$ cat src/rtl/ex_stage_mul.sv
// ex_stage_mul
// Execute stage: single-cycle ALU (add, sub, and, or, slt) plus an iterative
// shift-add multiplier for R-type MUL. While a multiply is running, stall_o
// holds PC, IF/ID and ID/EX so the operands stay put, and EX/MEM takes a bubble.
//
// Ports
//   clk_i        clock, rising edge
//   rst_i        asynchronous active-low reset
//   ALUSrc_i     1: operand B = SignExt_i, 0: operand B = RegData2_i
//   ALUOp_i      00 add, 01 sub, 10 decode funct, 11 add
//   RegDst_i     1: destination = RegAddrRd_i, 0: destination = RegAddrRt_i
//   RegData1_i   operand A
//   RegData2_i   rt data (operand B source, store data)
//   SignExt_i    sign-extended immediate, [5:0] = funct
//   RegAddrRt_i  rt address
//   RegAddrRd_i  rd address
//   ALUResult_o  result to EX/MEM
//   WriteData_o  store data (RegData2_i)
//   RegAddrW_o   selected destination register
//   Zero_o       ALUResult_o == 0
//   stall_o      pipeline hold request
//   mul_busy_o   multiplier FSM is in BUSY
module ex_stage_mul #(
    parameter int WIDTH = 32
) (
    input  logic             clk_i,
    input  logic             rst_i,
    input  logic             ALUSrc_i,
    input  logic [1:0]       ALUOp_i,
    input  logic             RegDst_i,
    input  logic [WIDTH-1:0] RegData1_i,
    input  logic [WIDTH-1:0] RegData2_i,
    input  logic [WIDTH-1:0] SignExt_i,
    input  logic [4:0]       RegAddrRt_i,
    input  logic [4:0]       RegAddrRd_i,
    output logic [WIDTH-1:0] ALUResult_o,
    output logic [WIDTH-1:0] WriteData_o,
    output logic [4:0]       RegAddrW_o,
    output logic             Zero_o,
    output logic             stall_o,
    output logic             mul_busy_o
);

    localparam int CNT_W = (WIDTH > 1) ? $clog2(WIDTH) : 1;
    localparam logic [CNT_W-1:0] CNT_LAST = CNT_W'(WIDTH - 1);

    localparam logic [5:0] FUNCT_ADD = 6'h20;
    localparam logic [5:0] FUNCT_SUB = 6'h22;
    localparam logic [5:0] FUNCT_AND = 6'h24;
    localparam logic [5:0] FUNCT_OR  = 6'h25;
    localparam logic [5:0] FUNCT_SLT = 6'h2A;
    localparam logic [5:0] FUNCT_MUL = 6'h18;

    typedef enum logic [1:0] {
        ST_IDLE = 2'd0,
        ST_BUSY = 2'd1,
        ST_DONE = 2'd2
    } state_t;

    state_t           state_reg, state_next;
    logic [WIDTH-1:0] acc_reg, acc_next;
    logic [WIDTH-1:0] mcand_reg, mcand_next;
    logic [WIDTH-1:0] mplier_reg, mplier_next;
    logic [CNT_W-1:0] cnt_reg, cnt_next;

    logic [WIDTH-1:0] operand_b;
    logic [5:0]       funct;
    logic             is_mul;
    logic [WIDTH-1:0] alu_result;

    assign operand_b   = ALUSrc_i ? SignExt_i : RegData2_i;
    assign funct       = SignExt_i[5:0];
    assign is_mul      = (ALUOp_i == 2'b10) && (funct == FUNCT_MUL);
    assign WriteData_o = RegData2_i;
    assign RegAddrW_o  = RegDst_i ? RegAddrRd_i : RegAddrRt_i;

    // Single-cycle ALU. In DONE the latched product replaces whatever the
    // ALU would compute, since the MUL instruction is still on the inputs.
    always_comb begin
        alu_result = RegData1_i + operand_b;
        case (ALUOp_i)
            2'b01: alu_result = RegData1_i - operand_b;
            2'b10: begin
                case (funct)
                    FUNCT_ADD: alu_result = RegData1_i + operand_b;
                    FUNCT_SUB: alu_result = RegData1_i - operand_b;
                    FUNCT_AND: alu_result = RegData1_i & operand_b;
                    FUNCT_OR:  alu_result = RegData1_i | operand_b;
                    FUNCT_SLT: alu_result = {{(WIDTH-1){1'b0}},
                                             ($signed(RegData1_i) < $signed(operand_b))};
                    FUNCT_MUL: alu_result = '0;
                    default:   alu_result = RegData1_i + operand_b;
                endcase
            end
            default: alu_result = RegData1_i + operand_b;
        endcase
        if (state_reg == ST_DONE) begin
            alu_result = acc_reg;
        end
    end

    assign ALUResult_o = alu_result;
    assign Zero_o      = (alu_result == '0);

    // Stall is gated by reset so it drops the instant reset is asserted, even
    // though a MUL may still be sitting on the inputs.
    assign stall_o    = rst_i && (((state_reg == ST_IDLE) && is_mul) || (state_reg == ST_BUSY));
    assign mul_busy_o = (state_reg == ST_BUSY);

    always_comb begin
        state_next  = state_reg;
        acc_next    = acc_reg;
        mcand_next  = mcand_reg;
        mplier_next = mplier_reg;
        cnt_next    = cnt_reg;
        case (state_reg)
            ST_IDLE: begin
                if (is_mul) begin
                    mcand_next  = RegData1_i;
                    mplier_next = operand_b;
                    acc_next    = '0;
                    cnt_next    = '0;
                    state_next  = ST_BUSY;
                end
            end
            ST_BUSY: begin
                // No early exit on zero operands: fixed latency keeps the
                // hazard unit's view of the stall simple.
                if (mplier_reg[0]) begin
                    acc_next = acc_reg + mcand_reg;
                end
                mcand_next  = mcand_reg << 1;
                mplier_next = mplier_reg >> 1;
                cnt_next    = cnt_reg + 1'b1;
                if (cnt_reg == CNT_LAST) begin
                    state_next = ST_DONE;
                end
            end
            ST_DONE: begin
                state_next = ST_IDLE;
            end
            default: begin
                state_next = ST_IDLE;
            end
        endcase
    end

    always_ff @(posedge clk_i or negedge rst_i) begin
        if (!rst_i) begin
            state_reg  <= ST_IDLE;
            acc_reg    <= '0;
            mcand_reg  <= '0;
            mplier_reg <= '0;
            cnt_reg    <= '0;
        end else begin
            state_reg  <= state_next;
            acc_reg    <= acc_next;
            mcand_reg  <= mcand_next;
            mplier_reg <= mplier_next;
            cnt_reg    <= cnt_next;
        end
    end

endmodule

$ cat config.mk
export PLATFORM = sky130hd
export DESIGN_NAME = ex_stage_mul
export DESIGN_NICKNAME = d
export VERILOG_FILES = /design/src/rtl/ex_stage_mul.sv
export SDC_FILE = /design/constraint.sdc
export NUM_CORES = 1
export LEC_CHECK = 0
export ABC_AREA = 1
export CELL_PAD_IN_SITES_DETAIL_PLACEMENT = 1
export CELL_PAD_IN_SITES_GLOBAL_PLACEMENT = 1
export CORE_MARGIN = 3
export CORE_UTILIZATION = 42
export DETAILED_ROUTE_END_ITERATION = 10
export GPL_ROUTABILITY_DRIVEN = 0
export PLACE_DENSITY_LB_ADDON = 0.1
export SYNTH_ARGS = -nofsm -noshare
export SYNTH_HDL_FRONTEND = slang
export SYNTH_SLANG_ARGS = --single-unit
$ cat constraint.sdc
create_clock -name clk_i -period 6.4 [get_ports clk_i]
set_clock_uncertainty 0.2 [all_clocks]
set_input_delay 0.96 -clock clk_i [delete_from_list [all_inputs] [get_ports clk_i]]
set_output_delay 0.96 -clock clk_i [all_outputs]
set_load 0.01 [all_outputs]
==> results of run 1 <==
[synth_stat cells (2+ instances only)]
master,count,area [um2]
o211ai_1,36,270
o2111ai_1,3,26.3
inv_1,420,1580
o21ai_0,160,801
clkinv_1,3,11.3
a31oi_1,38,238
o22ai_1,6,37.5
xor2_1,25,219
nand3_2,2,20.0
mux2_2,5,56.3
xnor2_1,2,17.5
clkbuf_1,50,188
nand2_2,4,25.0
nor2_2,11,68.8
nor3_2,2,20.0
buf_1,4,15.0
o21ai_2,2,17.5
or2_2,3,18.8
ha_1,132,1650
a221oi_1,2,17.5
o21ai_1,14,70.1
nand3_1,174,871
dfrtp_1,103,2580
a21oi_1,138,691
nand4_1,21,131
inv_2,10,37.5
buf_4,33,248
a211oi_1,2,15.0
nor2_1,202,758
a22o_1,3,26.3
o21a_1,4,30.0
o21bai_1,13,97.6
buf_6,2,22.5
fa_1,3,60.1
o31ai_1,4,30.0
nand2_1,828,3110
buf_2,31,155
nor3_1,12,60.1
nand3b_1,10,75.1
[metal layers]
metal  part of all wire (%)  global-route usage (%)  vias to the layer above
li1                       -                       -                     8227
met1                     41                    43.4                     8535
met2                     46                    59.2                      693
met3                    5.5                    4.35                      180
met4                    7.3                    23.1                        0
met5                      0                       0                        -
[power groups by stage]
stage          combinational (uW)  clock, uW  sequential, uW
2_1_floorplan                2530          0            1140
3_3_place_gp                 3580          0            1220
3_5_place_dp                 3730          0            1240
4_1_cts                      3770        646            1230
5_1_grt                      4250        671            1270
6_report                     3840        639            1230
[cells by family (layout without fill, tap and decap cells)]
family | after synthesis | after routing | share of synthesized area (%)
simple gates | 1272 | 1272 | 35.9
buf+inv | 553 | 704 | 15.6
compound gates | 429 | 429 | 16.6
fa+ha+maj | 135 | 135 | 11.9
flops | 103 | 103 | 17.9
xor+xnor | 27 | 27 | 1.64
mux | 5 | 5 | 0.391
[what timing repair did]
| action | in CTS | in global routing |
|---|---|---|
| setup endpoints to repair | 1 | 1 |
| resized for setup | 3 | 13 |
| endpoints found under the hold margin | 0 | 0 |
| pin swaps | 0 | 1 |
[metrics by stage]
stage	util (%)	TNS, ns	hold slack, ns	power (uW)	cell area [um2]
after floorplan	-	0	0.253	3670	14400
after global placement	49.7	0	0.270	4800	16800
after detailed placement	49.7	-0.0916	0.274	4970	16800
after CTS	50.7	0	0.296	5640	17100
after global routing	50.7	0	0.314	6190	17100
final	50.7	0	0.296	5710	17100
[worst reg2reg max path: stages, from the launching register on]
cell	delay [ns]
dfrtp_1	0.41
inv_1	0.09
nor2_4	0.79
clkinv_1	0.27
buf_4	0.39
nor2_1	0.17
buf_4	0.26
inv_1	0.32
a21oi_1	0.23
o21ai_0	0.14
nand2_1	0.08
[cell type report]
class / count / area, um2
Clock buffer: 9 / 225
Clock inverter: 7 / 88.8
Fill cell: 4784 / 16600
Inverter: 433 / 1630
Multi-Input combinational cell: 1868 / 9620
Sequential cell: 103 / 2580
Tap cell: 448 / 561
Timing Repair Buffer: 255 / 2400
[worst max-delay path by stage]
stage,endpoint,cells after the start,slack [ns]
final,Zero_o,28,0.48
after global routing,Zero_o,28,0.15
after CTS,Zero_o,27,0.09
after detailed placement,Zero_o,27,-0.09
after global placement,Zero_o,23,0.09
after floorplan,Zero_o,22,1.40
==> reports/results.ini, run 1 <==
[run_status]
outcome=finished, final reports clean

[hold_path]
hold_path.class=register to register
hold_end=mplier_reg[1]
min_path_cells=2
min_from=mplier_reg[1]

[timing]
period_share_pct=92.5
fmax_mhz=169
maxSlewHeadroom_pct=29.2
timing.final.ws_setup_ns=0.478
finalHoldViolCount=0
drv_slew=0
tightest_slew_ns=1.06
setup_viol=0
rsz0062_at_grt=no
finalCriticalPeriod_ns=5.92

[critical_path]
cpLargestDelayFamily=simple AND/OR/NAND/NOR gates
worstSetupPathType=input port to primary output
rr_worst_depth=10
slowest_delay_ns=0.52
startpoint_type=input port
r2r_end=acc_reg[30]
required_ns=5.24
critPathSlowestCell=clkdlybuf4s50_1
arrival_ns=4.76
crit_top_cell=nand2_1
ff2ff_setup_slack_ns=2.97
critPathLaunch=SignExt_i[0]
cp_max_fo=4
path_buf_inv=5
cp-end-kind=primary output
reg2reg_from=state_reg[0]

[global_routing]
track_usage_pct=35.6
overflow=0
antenna_found_initial=0
grt_pass1_vias=18100
grt_pass1_wl_mm=101
grt_max_degree=80

[floorplanning]
die_area_um2=36600
initial_core_util_pct=42.8
chipHeight_um=191
ioPinCount=184
row_count=67
dieWidth_um=191
core_area_um2=33700

[clock_network]
ctsHoldBuffers=0
cts_tree=built
clockBufferDepth=2
cts_buffers=9
htree_levels=3
post_cts_buffers=0
clk_pin_slew_ns=0.09
cts.sinks=103
cts-root-buf=clkbuf_16
clkLatencyLatePin_ns=0.40

[yosys]
synth-edff-count=0
syn_inst=2524
synth_seq_area_share_pct=17.9
yosys_warnings=0
synthFlopType=dfrtp_1
async_flop_share_pct=100
synth.avg_cell_area_um2=5.71
synth.distinct_cells=46
synth_nets=2771
synth.cell_area_um2=14400
ys_seq_elements=103

[routing]
viasPerCell=5.65
drt_iter0_drc=1229
dr.pass1.iters=5
via_count=17600
wl_per_cell_um=21.1
ant_nets=0
wl_mm=66.0
route.detailed.drc=0

[placement]
port_buffers=183
pre_cts_ws_ns=-0.0916
numPlacedInstances=3107
dp_hpwl_mm=52.8

[power]
pwr-share-seq_pct=21.6
intPower_uw=2560
clkPwrFrac_pct=11.2
p_sw_uw=3140
powerDensity_nw_per_um2=334
leakage_uw=0.00919
p_sw_share_pct=55.1
peakVddDrop_mv=0.191
combPwrFrac_pct=67.2

[final_layout]
final_common_cell=nand2_1
finish.net_count=2917
stdcell_count=3123
layout_common_cells=nand2_1 (827), inv_1 (419), nor2_1 (198)
drive_above_1_share_pct=5.35
areaGrowthSynthToFinish_pct=18.6
n_antenna_cell=0

[job]
cap_violations=0

Note: power is estimated with default switching activity, not from simulation.
==> run 2, diff against run 1 <==
--- a/config.mk
+++ b/config.mk
@@ -6,11 +6,13 @@
 export NUM_CORES = 1
 export LEC_CHECK = 0
 export ABC_AREA = 1
+export ABC_CLOCK_PERIOD_IN_PS = 6400
 export CELL_PAD_IN_SITES_DETAIL_PLACEMENT = 1
 export CELL_PAD_IN_SITES_GLOBAL_PLACEMENT = 1
 export CORE_MARGIN = 3
-export CORE_UTILIZATION = 42
+export CORE_UTILIZATION = 49
 export DETAILED_ROUTE_END_ITERATION = 10
+export DONT_BUFFER_PORTS = 1
 export GPL_ROUTABILITY_DRIVEN = 0
 export PLACE_DENSITY_LB_ADDON = 0.1
 export SYNTH_ARGS = -nofsm -noshare
==> run 2 against run 1 <==
Non-clock buffer count is 239 lower. Clock power is 1% higher. Flip-flop and latch count stayed put. Hold slack worse by 0.24 ns. Sequential power hardly changed. First-iteration DRC count is 8.5% lower. Largest power group unchanged.
==> reports/results.ini, run 2 (synthesized netlist as in run 1, its figures left out) <==
[run_status]
outcome=finished, final reports clean

[global_routing]
overflow=0  ; unchanged
track_usage_pct=37.5  ; +1.9 points
grt_pass1_wl_mm=91.9  ; -8.6%
grt_max_degree=105  ; +31%
grt_pass1_vias=16800  ; -7.2%
antenna_found_initial=2  ; +2

[critical_path]
worstSetupPathType=input port to primary output
required_ns=5.24  ; about the same
cp-end-kind=primary output
slowest_delay_ns=0.59  ; +0.07 ns
reg2reg_from=state_reg[0]
startpoint_type=input port
crit_top_cell=nand2_1
critPathSlowestCell=o21ai_0
cp_max_fo=64  ; +60
worstPathCellList=o21ai_0 > inv_1 > fa_1 > nand3_1 > nand3_1 > nand2_1 > nand2b_1 > nand2_1 > nand3_1 > nand2_1 > nand3_1 > nand3_1 > nand2_1 > nand2_1 > nand2_1 > nor2_1 > nand2_1 > nor2_1 > nand2_1 > nor2_2
arrival_ns=4.49  ; -0.27 ns
critPathLaunch=ALUSrc_i

[timing]
whs_ns=0.0536  ; -0.242 ns
finalHoldViolCount=0  ; unchanged
setup_viol=0  ; unchanged
maxSlewHeadroom_pct=24.1  ; -5.1 points
rsz0062_at_grt=no
setup-tns-final_ns=0  ; unchanged
drv_slew=0  ; unchanged
tightest_slew_ns=1.14  ; +0.0760 ns
fmax_mhz=177  ; +4.8%
period_share_pct=88.3  ; -4.3 points
finalCriticalPeriod_ns=5.65  ; -0.272 ns

[clock_network]
clkLatencyLatePin_ns=0.40  ; about the same
clk_pin_slew_ns=0.10  ; about the same
cts_tree=built
clockBufferDepth=2  ; unchanged
post_cts_buffers=0  ; unchanged
cts.sinks=103  ; unchanged
cts_resized=0  ; -3
ctsHoldBuffers=0  ; unchanged
htree_levels=3  ; unchanged
cts-root-buf=clkbuf_16
cts_buffers=9  ; unchanged

[job]
cap_violations=0  ; unchanged

[floorplanning]
initial_core_util_pct=50.0  ; +7.2 points
dieWidth_um=178  ; -7.2%
core_area_um2=28900  ; -14%
ioPinCount=184  ; unchanged
die_area_um2=31500  ; -14%
row_count=62  ; -7.5%
chipHeight_um=178  ; -7.2%

[routing]
ant_nets=0  ; unchanged
wl_per_cell_um=21.3  ; +0.62%
viasPerCell=5.84  ; +3.4%
dr.pass1.iters=6  ; +1
route.detailed.drc=0  ; unchanged
via_count=16500  ; -6.6%
wl_mm=60.0  ; -9.1%
drt_iter0_drc=1124  ; -8.5%

[power]
leakage_uw=0.00816  ; -11%
combPwrFrac_pct=65.0  ; -2.2 points
peakVddDrop_mv=0.242  ; +27%
pwr-share-seq_pct=22.9  ; +1.3 points
clkPwrFrac_pct=12.1  ; +0.9 points
p_sw_share_pct=56.5  ; +1.4 points
intPower_uw=2330  ; -9.0%
p_sw_uw=3030  ; -3.7%
powerDensity_nw_per_um2=364  ; +9.1%

[placement]
dp_hpwl_mm=47.2  ; -11%
placed_area_um2=14400  ; -14%
port_buffers=0  ; -100%

[final_layout]
layout_common_cells=nand2_1 (828), inv_1 (419), nor2_1 (199)
stdcell_area_um2=14700  ; -14%
final_util_pct=51.0  ; +0.27 points
finish.net_count=2678  ; -8.2%
drive_above_1_share_pct=3.24  ; -2.1 points
areaGrowthSynthToFinish_pct=2.12
ff_latch_area_um2=2580  ; unchanged
final_common_cell=nand2_1
nFillCells=4242  ; -11%
multi_input_area_um2=9600  ; -0.21%

[hold_path]
hold_path.class=input port to async pin

[run 2: cell types whose count changed in the layout (fill, tap and decap cells not counted), sizes merged]
| cell | change |
|---|---|
| buf | -58 |
| clkinv | -2 |
| clkdlybuf4s50 | -180 |
| dlymetal6s2s | -1 |
| diode | +1 |
| inv | +3 |
| bufinv | -1 |
[run 2: layer usage]
layer / part of all wire [%] / GRT usage, % / vias up / routed length [um]
met2: 45 / 61.4 / 666 / 27100
li1: - / - / 7739 / -
met5: 0.018 / 0 / - / 11
met4: 6.5 / 22.9 / 2 / 3880
met3: 7.2 / 6.59 / 179 / 4300
met1: 41 / 45.8 / 7892 / 24700
[run 2: path summary, 6_finish.rpt]
check / slack [ns] / depth (start not counted) / endpoint
worst max-delay path: 0.75 / 20 / Zero_o
worst min-delay path: 0.05 / 0 / mcand_reg[31]
worst max register to register: 3.08 / 10 / acc_reg[28]
worst min register to register: 0.31 / 2 / mplier_reg[1]
max in group asynchronous: 5.72 / 0 / mplier_reg[13]
min in group clk_i: 0.31 / 2 / mplier_reg[1]
[run 2: stage by stage]
step / setup slack (ns) / instances / total power, uW
global route: 0.448 / 2821 / 5830
floorplan: 1.40 / 2524 / 3670
CTS: 0.866 / 2820 / 5310
detailed placement: 0.879 / 2804 / 4620
finish: 0.750 / 2821 / 5360
global placement: 0.971 / 2804 / 4460
[run 2: final cells by class]
| cell class | instances | share of cell area [%] |
|---|---|---|
| antenna | 1 | 0.0170 |
| multi-input combinational | 1868 | 65.2 |
| clock inverter | 7 | 0.586 |
| sequential | 103 | 17.5 |
| inverter | 433 | 11.0 |
| tap | 384 | 3.26 |
| clock buffer | 9 | 1.53 |
| timing repair buffer | 16 | 0.816 |
[run 2: power by group through the flow]
stage	Clock [uW]	Combinational (uW)	Sequential [uW]
global route	672	3900	1260
detailed placement	0	3390	1230
finish	647	3490	1230
global placement	0	3240	1220
CTS	656	3430	1220
floorplan	0	2530	1140
[run 2: worst max-delay path, delay by kind of cell]
family | cells | cell delay (ns)
AO/OA/AOI/OAI | 1 | 0.59
AND/OR/NAND/NOR | 17 | 2.21
buffers and inverters | 1 | 0.18
adder cells (fa/ha/maj) | 1 | 0.51
